### config.mk
export PLATFORM = sky130hd
export DESIGN_NAME = regfile_wb_arbiter_flat
export DESIGN_NICKNAME = d
export VERILOG_FILES = /design/src/rtl/regfile_wb_arbiter_pkg.sv /design/src/rtl/regfile_wb_arbiter_if.sv /design/src/rtl/regfile_wb_arbiter_fifo.sv /design/src/rtl/regfile_wb_arbiter.sv /design/src/flat_wrapper.sv
export SDC_FILE = /design/constraint.sdc
export NUM_CORES = 1
export LEC_CHECK = 0
export ABC_CLOCK_PERIOD_IN_PS = 4010
export CORE_ASPECT_RATIO = 2
export CORE_MARGIN = 2
export CORE_UTILIZATION = 30
export CTS_CLUSTER_SIZE = 24
export DETAILED_ROUTE_END_ITERATION = 6
export PLACE_DENSITY = 0.55
export SLEW_MARGIN = 20
export SYNTH_ARGS = -nofsm -noshare
export SYNTH_HDL_FRONTEND = slang
export SYNTH_SLANG_ARGS = --single-unit
### constraint.sdc
create_clock -name clk -period 4.01 [get_ports clk]
set_clock_uncertainty 0.05 [all_clocks]
set_input_delay 0.802 -clock clk [delete_from_list [all_inputs] [get_ports clk]]
set_output_delay 0.802 -clock clk [all_outputs]
set_load 0.005 [all_outputs]
### src/rtl/regfile_wb_arbiter_pkg.sv
// Shared types and constants for the register-file writeback arbiter.
// Imported by the FIFO, the interface, the top and the bench.
package regfile_wb_arbiter_pkg;

    localparam int WB_DATA_W = 32;
    localparam int WB_ADDR_W = 5;
    localparam int WB_DEPTH  = 2;

    typedef struct packed {
        logic [WB_ADDR_W-1:0] rd;
        logic [WB_DATA_W-1:0] data;
    } wb_entry_t;

    localparam logic SRC_ALU = 1'b0;
    localparam logic SRC_LSU = 1'b1;

endpackage

### src/rtl/regfile_wb_arbiter_if.sv
// Writeback source handshakes, register-file write port and hazard mask.
// The master side is driven by the sources, the slave side by the arbiter.
interface regfile_wb_arbiter_if
    import regfile_wb_arbiter_pkg::*;
#(
    parameter int DATA_W = WB_DATA_W,
    parameter int ADDR_W = WB_ADDR_W
);

    logic                   alu_valid;
    logic [ADDR_W-1:0]      alu_rd;
    logic [DATA_W-1:0]      alu_data;
    logic                   alu_ready;

    logic                   lsu_valid;
    logic [ADDR_W-1:0]      lsu_rd;
    logic [DATA_W-1:0]      lsu_data;
    logic                   lsu_ready;

    logic [ADDR_W-1:0]      rdi;
    logic [DATA_W-1:0]      write_data;
    logic                   reg_write;
    logic [2**ADDR_W-1:0]   pending_mask;

    modport master (
        output alu_valid, alu_rd, alu_data,
        output lsu_valid, lsu_rd, lsu_data,
        input  alu_ready, lsu_ready,
        input  rdi, write_data, reg_write, pending_mask
    );

    modport slave (
        input  alu_valid, alu_rd, alu_data,
        input  lsu_valid, lsu_rd, lsu_data,
        output alu_ready, lsu_ready,
        output rdi, write_data, reg_write, pending_mask
    );

endinterface

### src/rtl/regfile_wb_arbiter_fifo.sv
// Small synchronous FIFO of writeback entries; exposes every slot's
// occupancy and destination so the top can build the hazard mask.
module wb_fifo
    import regfile_wb_arbiter_pkg::*;
#(
    parameter int DATA_W = WB_DATA_W,
    parameter int ADDR_W = WB_ADDR_W,
    parameter int DEPTH  = WB_DEPTH
) (
    input  logic                          clk,
    input  logic                          rst_n,
    input  logic                          push,
    input  logic                          pop,
    input  logic [ADDR_W-1:0]             push_rd,
    input  logic [DATA_W-1:0]             push_data,
    output logic                          full,
    output logic                          empty,
    output logic [ADDR_W-1:0]             head_rd,
    output logic [DATA_W-1:0]             head_data,
    output logic [DEPTH-1:0]              ent_valid,
    output logic [DEPTH-1:0][ADDR_W-1:0]  ent_rd
);

    localparam int PW = $clog2(DEPTH);

    logic [DEPTH-1:0][ADDR_W-1:0] rd_q;
    logic [DEPTH-1:0][DATA_W-1:0] data_q;
    logic [PW-1:0]                rptr;
    logic [PW-1:0]                wptr;
    logic [PW:0]                  cnt;
    logic                         do_push;
    logic                         do_pop;

    assign full    = (cnt == (PW+1)'(DEPTH));
    assign empty   = (cnt == '0);
    assign do_push = push && !full;
    assign do_pop  = pop && !empty;

    assign head_rd   = rd_q[rptr];
    assign head_data = data_q[rptr];
    assign ent_rd    = rd_q;

    always_ff @(posedge clk or negedge rst_n) begin
        if (!rst_n) begin
            rd_q   <= '0;
            data_q <= '0;
            rptr   <= '0;
            wptr   <= '0;
            cnt    <= '0;
        end else begin
            if (do_push) begin
                rd_q[wptr]   <= push_rd;
                data_q[wptr] <= push_data;
                wptr         <= wptr + PW'(1);
            end
            if (do_pop) begin
                rptr <= rptr + PW'(1);
            end
            if (do_push && !do_pop) begin
                cnt <= cnt + (PW+1)'(1);
            end else if (!do_push && do_pop) begin
                cnt <= cnt - (PW+1)'(1);
            end
        end
    end

    // Slot i is live when its distance from the read pointer is below count.
    always_comb begin
        ent_valid = '0;
        for (int i = 0; i < DEPTH; i++) begin
            ent_valid[i] = ({1'b0, PW'(i) - rptr} < cnt);
        end
    end

endmodule

### src/rtl/regfile_wb_arbiter.sv
// Round-robin arbiter sharing the register-file write port between the
// ALU and LSU writeback queues, with a pending-write hazard mask.
module regfile_wb_arbiter
    import regfile_wb_arbiter_pkg::*;
#(
    parameter int DATA_W = WB_DATA_W,
    parameter int ADDR_W = WB_ADDR_W,
    parameter int DEPTH  = WB_DEPTH
) (
    input  logic                  clk,
    input  logic                  rst_n,
    regfile_wb_arbiter_if.slave   bus
);

    localparam int NREG = 2**ADDR_W;

    logic                         a_full, a_empty, a_push, a_pop, a_rdy;
    logic                         l_full, l_empty, l_push, l_pop, l_rdy;
    logic [ADDR_W-1:0]            a_hrd, l_hrd;
    logic [DATA_W-1:0]            a_hdata, l_hdata;
    logic [DEPTH-1:0]             a_ev, l_ev;
    logic [DEPTH-1:0][ADDR_W-1:0] a_erd, l_erd;

    logic                         last_q, last_d;
    logic                         we_q;
    logic [ADDR_W-1:0]            rd_q;
    logic [DATA_W-1:0]            data_q;
    logic [NREG-1:0]              mask;

    assign a_rdy = rst_n && !a_full;
    assign l_rdy = rst_n && !l_full;

    // x0 transfers complete the handshake but never enter a queue.
    assign a_push = bus.alu_valid && a_rdy && (bus.alu_rd != '0);
    assign l_push = bus.lsu_valid && l_rdy && (bus.lsu_rd != '0);

    wb_fifo #(
        .DATA_W (DATA_W),
        .ADDR_W (ADDR_W),
        .DEPTH  (DEPTH)
    ) u_alu_fifo (
        .clk       (clk),
        .rst_n     (rst_n),
        .push      (a_push),
        .pop       (a_pop),
        .push_rd   (bus.alu_rd),
        .push_data (bus.alu_data),
        .full      (a_full),
        .empty     (a_empty),
        .head_rd   (a_hrd),
        .head_data (a_hdata),
        .ent_valid (a_ev),
        .ent_rd    (a_erd)
    );

    wb_fifo #(
        .DATA_W (DATA_W),
        .ADDR_W (ADDR_W),
        .DEPTH  (DEPTH)
    ) u_lsu_fifo (
        .clk       (clk),
        .rst_n     (rst_n),
        .push      (l_push),
        .pop       (l_pop),
        .push_rd   (bus.lsu_rd),
        .push_data (bus.lsu_data),
        .full      (l_full),
        .empty     (l_empty),
        .head_rd   (l_hrd),
        .head_data (l_hdata),
        .ent_valid (l_ev),
        .ent_rd    (l_erd)
    );

    // The pointer only moves on contested grants; a lone source never
    // steals the other's next turn.
    always_comb begin
        a_pop  = 1'b0;
        l_pop  = 1'b0;
        last_d = last_q;
        unique case (1'b1)
            (!a_empty && !l_empty): begin
                if (last_q == SRC_ALU) begin
                    l_pop  = 1'b1;
                    last_d = SRC_LSU;
                end else begin
                    a_pop  = 1'b1;
                    last_d = SRC_ALU;
                end
            end
            (!a_empty && l_empty): a_pop = 1'b1;
            (a_empty && !l_empty): l_pop = 1'b1;
            default: ;
        endcase
    end

    always_ff @(posedge clk or negedge rst_n) begin
        if (!rst_n) begin
            last_q <= SRC_LSU;
            we_q   <= 1'b0;
            rd_q   <= '0;
            data_q <= '0;
        end else begin
            last_q <= last_d;
            we_q   <= a_pop || l_pop;
            if (a_pop) begin
                rd_q   <= a_hrd;
                data_q <= a_hdata;
            end else if (l_pop) begin
                rd_q   <= l_hrd;
                data_q <= l_hdata;
            end
        end
    end

    always_comb begin
        mask = '0;
        for (int i = 0; i < DEPTH; i++) begin
            if (a_ev[i]) mask[a_erd[i]] = 1'b1;
            if (l_ev[i]) mask[l_erd[i]] = 1'b1;
        end
        if (we_q) mask[rd_q] = 1'b1;
    end

    assign bus.alu_ready    = a_rdy;
    assign bus.lsu_ready    = l_rdy;
    assign bus.reg_write    = we_q;
    assign bus.rdi          = rd_q;
    assign bus.write_data   = data_q;
    assign bus.pending_mask = mask;

endmodule

### src/flat_wrapper.sv
// flat-port wrapper written by rule: the top's interface ports become plain ports
module regfile_wb_arbiter_flat import regfile_wb_arbiter_pkg::*;
#(
    parameter int DATA_W = WB_DATA_W,
    parameter int ADDR_W = WB_ADDR_W,
    parameter int DEPTH  = WB_DEPTH
)
  (clk, rst_n, bus_alu_valid, bus_alu_rd, bus_alu_data, bus_lsu_valid, bus_lsu_rd, bus_lsu_data, bus_alu_ready, bus_lsu_ready, bus_rdi, bus_write_data, bus_reg_write, bus_pending_mask);
  regfile_wb_arbiter_if #(.DATA_W(DATA_W), .ADDR_W(ADDR_W)) bus_i ();
  input  logic clk;
  input  logic rst_n;
  input wire logic [$bits(bus_i.alu_valid)-1:0] bus_alu_valid;
  input wire logic [$bits(bus_i.alu_rd)-1:0] bus_alu_rd;
  input wire logic [$bits(bus_i.alu_data)-1:0] bus_alu_data;
  input wire logic [$bits(bus_i.lsu_valid)-1:0] bus_lsu_valid;
  input wire logic [$bits(bus_i.lsu_rd)-1:0] bus_lsu_rd;
  input wire logic [$bits(bus_i.lsu_data)-1:0] bus_lsu_data;
  output wire logic [$bits(bus_i.alu_ready)-1:0] bus_alu_ready;
  output wire logic [$bits(bus_i.lsu_ready)-1:0] bus_lsu_ready;
  output wire logic [$bits(bus_i.rdi)-1:0] bus_rdi;
  output wire logic [$bits(bus_i.write_data)-1:0] bus_write_data;
  output wire logic [$bits(bus_i.reg_write)-1:0] bus_reg_write;
  output wire logic [$bits(bus_i.pending_mask)-1:0] bus_pending_mask;
  assign bus_i.alu_valid = bus_alu_valid;
  assign bus_i.alu_rd = bus_alu_rd;
  assign bus_i.alu_data = bus_alu_data;
  assign bus_i.lsu_valid = bus_lsu_valid;
  assign bus_i.lsu_rd = bus_lsu_rd;
  assign bus_i.lsu_data = bus_lsu_data;
  assign bus_alu_ready = bus_i.alu_ready;
  assign bus_lsu_ready = bus_i.lsu_ready;
  assign bus_rdi = bus_i.rdi;
  assign bus_write_data = bus_i.write_data;
  assign bus_reg_write = bus_i.reg_write;
  assign bus_pending_mask = bus_i.pending_mask;
  regfile_wb_arbiter #(.DATA_W(DATA_W), .ADDR_W(ADDR_W), .DEPTH(DEPTH)) u_core (.clk(clk), .rst_n(rst_n), .bus(bus_i));
endmodule
==> metrics <==
IO Port Bufs 149; Fin. Hold Viols 0; Starting Density 30.5%; layout cell share with drive strength beyond 1 16.9%; Slew Viols, Final 0; vias per inst ~5.3; CP Class reg -> out; peak supply drop between 0.0004 and 0.0005 V; post-detail-place hpwl about 24000 um; Die Y 266 um; CP max stage cell nor3_1; DRT Wirelength about 33000 um; Post-synth EDFFs 0; Global Route Usage Sum 18.7%; CTS Buf Count 17; Worst Path Max Fanout 11; worst path required time around 3.2 ns; post-route cell area around 13000 um^2; top-area cell type share of the netlist area a little under half; largest net degree at the start of global routing 73; vias in the first global route 8126; die width 135 um; global placement routability congestion 0.873; setup TNS 0 ns; Reg clk slew, reported paths 0.08 ns; post-synth cell types 53; Critical Path End Type primary output; pre-CTS WS 0.632 ns; Synth Net Count 947; startpoint class of the critical path flip-flop; clock tree buffer depth 2; detailed-route via count 7636; post-CTS setup buffer count 0; CTS H-Tree Depth 4; RSZ-0062 raised after global routing false; top-count cell post-synth dfrtp_1; period utilization between 90% and 100%; Post-synth top cells 194 x dfrtp_1, 90 x mux2_1, 60 x mux2_4; Sw Pwr 0.00453 W; Logic pwr share 49.5%; DRC viols 0; Fmax 265 MHz; Async SR Flop Fraction 100%; cell-internal power 0.00695 W; status finished, final reports clean; Sink Count 195; post-detailed-route count of antenna-violating nets 0; syn_area_per_cell 11.9 um^2; Sw Ratio 39.5%; fin util 38.1%; FF-to-FF setup slack between 1 and 1.5 ns; GRT overflow 0; Worst Max-Slew Pin Slew 1.03 ns; CTS Hold Bufs 0; worst reg2reg startpoint u_core.u_alu_fifo.cnt[1]; clock latency on the worst-skew pair roughly 0.45 ns; Clock power frac 16.2%; root buffer cell clkbuf_16; Sequential Power Share about a third; Initial DRC Count between 200 and 250; sequential share of the synthesized area 47.5%; # rows 95; die area approximately 36000 um^2; post-route setup slack 0.236 ns; synthesized cell area 10300 um^2; Yosys top cell by area dfrtp_1; Pre-antenna DRT Iters 5; FF+latch count, synth 195; Syn Inst Count 867; area delta synth->final 24.7%; first-pass GRT wire length 49900 um; DR WL/cell ~23 um; Worst slew margin about a third; r2r endpoint u_core.u_alu_fifo.data_q[36]; min cycle time layout around 3.8 ns; P per Cell Area 896 nW/um^2; warnings from Yosys 0; initial antenna violation count 0; num ports 150; Finish-stage setup viols 0; core area 33600 um^2; Area after DPL 12200 um^2; Reg2Reg Depth 5; diode count 0; Max stage delay on crit path roughly 0.8 ns; Resized Gates After CTS 0; max-cap viol count 0; type of the worst min-delay path in -> async; Area contributors post-synth dfrtp_1 47%, mux2_1 9.9%, mux2_4 8.8%; LEAKAGE 5.28 nW; CP Cell Sequence nor3_1 > nand3_1 > o221ai_1 > a221o_1 > clkdlybuf4s50_1; CTS tree yes; CP Data Arrival Time 2.92 ns; Most used DFF post-synth dfrtp_1; nets ~1100
-- power groups by stage --
stage | Sequential [W] | Clock [W] | Combinational (W)
2_1_floorplan | 0.00345 | 0 | 0.00394
3_3_place_gp | 0.00395 | 0 | 0.00566
3_5_place_dp | 0.00397 | 0 | 0.00573
4_1_cts | 0.00394 | 0.00191 | 0.00575
5_1_grt | 0.00407 | 0.00200 | 0.00620
6_report | 0.00394 | 0.00186 | 0.00568
-- flip-flops by register name, indices dropped and copies added, names as in the netlist --
name,count
u_core.bus.rdi,5
u_core.u_alu_fifo.wptr,1
u_core.u_alu_fifo.cnt,2
u_core.last_q,1
u_core.u_lsu_fifo.wptr,1
u_core.u_alu_fifo.ent_rd,10
u_core.u_lsu_fifo.data_q,64
u_core.bus.reg_write,1
u_core.u_alu_fifo.data_q,64
u_core.bus.write_data,32
u_core.u_alu_fifo.rptr,1
u_core.u_lsu_fifo.ent_rd,10
u_core.u_lsu_fifo.rptr,1
u_core.u_lsu_fifo.cnt,2
-- layer usage --
layer / part of all wire, % / global-route usage (%) / up-vias
li1: - / - / 3463
met1: 35 / 18.8 / 3896
met2: 58 / 36.7 / 207
met3: 2.8 / 2.26 / 70
met4: 4.3 / 9.08 / 0
met5: 0 / 0 / -
-- how the worst max path moves through the flow --
stage	start	to	slack (ns)	depth (start not counted)
2_1_floorplan	u_core.u_alu_fifo.cnt[0]	bus_pending_mask[23]	1.55	5
3_3_place_gp	u_core.u_lsu_fifo.ent_rd[7]	bus_pending_mask[1]	0.65	5
3_5_place_dp	bus_alu_rd[0]	u_core.u_alu_fifo.data_q[36]	0.63	6
4_1_cts	u_core.u_lsu_fifo.ent_rd[7]	bus_pending_mask[1]	0.21	5
5_1_grt	u_core.u_lsu_fifo.ent_rd[7]	bus_pending_mask[1]	0.19	5
6_report	u_core.u_lsu_fifo.ent_rd[7]	bus_pending_mask[1]	0.24	5
-- cell families after synthesis --
kind of cell	share of synthesized area [%]
AOI/OAI and AO/OA	12.5
xor gates and xnor gates	0.938
adders and majority gates	0.244
buffers and inverters	3.45
DFF	47.5
muxes	26.5
and+or+nand+nor	8.88
-- worst max-delay path: cells and delay by family, from the launching register on --
family / cells / cell delay (ns)
compound gates: 2 / 0.27
buf+inv: 1 / 0.54
flops: 1 / 0.58
simple gates: 2 / 1.08
-- placed cells by master (no fill, tap or decap), types with 5 or more instances in the layout --
| master | instances |
|---|---|
| a211o_1 | 7 |
| a21oi_1 | 34 |
| a221o_1 | 7 |
| a22oi_1 | 10 |
| buf_4 | 20 |
| clkbuf_16 | 17 |
| clkdlybuf4s50_1 | 148 |
| dfrtp_1 | 192 |
| mux2_1 | 90 |
| mux2_2 | 35 |
| mux2_4 | 60 |
| mux2i_1 | 41 |
| nand2_1 | 55 |
| nand3_1 | 16 |
| nand3b_1 | 14 |
| nor2_1 | 24 |
| nor2b_1 | 9 |
| nor3_1 | 5 |
| nor3b_1 | 9 |
| o211ai_1 | 14 |
| o21ai_0 | 18 |
| o21ai_1 | 22 |
| o221ai_1 | 7 |
| o22a_1 | 12 |
| o22ai_1 | 52 |
| or3_1 | 6 |
| xnor2_1 | 7 |
-- final cells by class --
class	instances	area [um^2]
fill	3260	20800
multi-input combinational	603	5070
sequential	195	4880
timing repair buffer	170	1670
tap	436	546
clock buffer	19	453
clock inverter	13	186
inverter	4	15.0
-- per-stage QoR --
step	instances	power (W)	hold slack (ns)
2_1_floorplan	867	0.00739	0.402
3_3_place_gp	1408	0.00961	0.411
3_5_place_dp	1408	0.00969	0.422
4_1_cts	1440	0.0116	0.105
5_1_grt	1440	0.0123	0.108
6_report	1440	0.0115	0.130
Note: power is estimated with default switching activity, not from simulation.
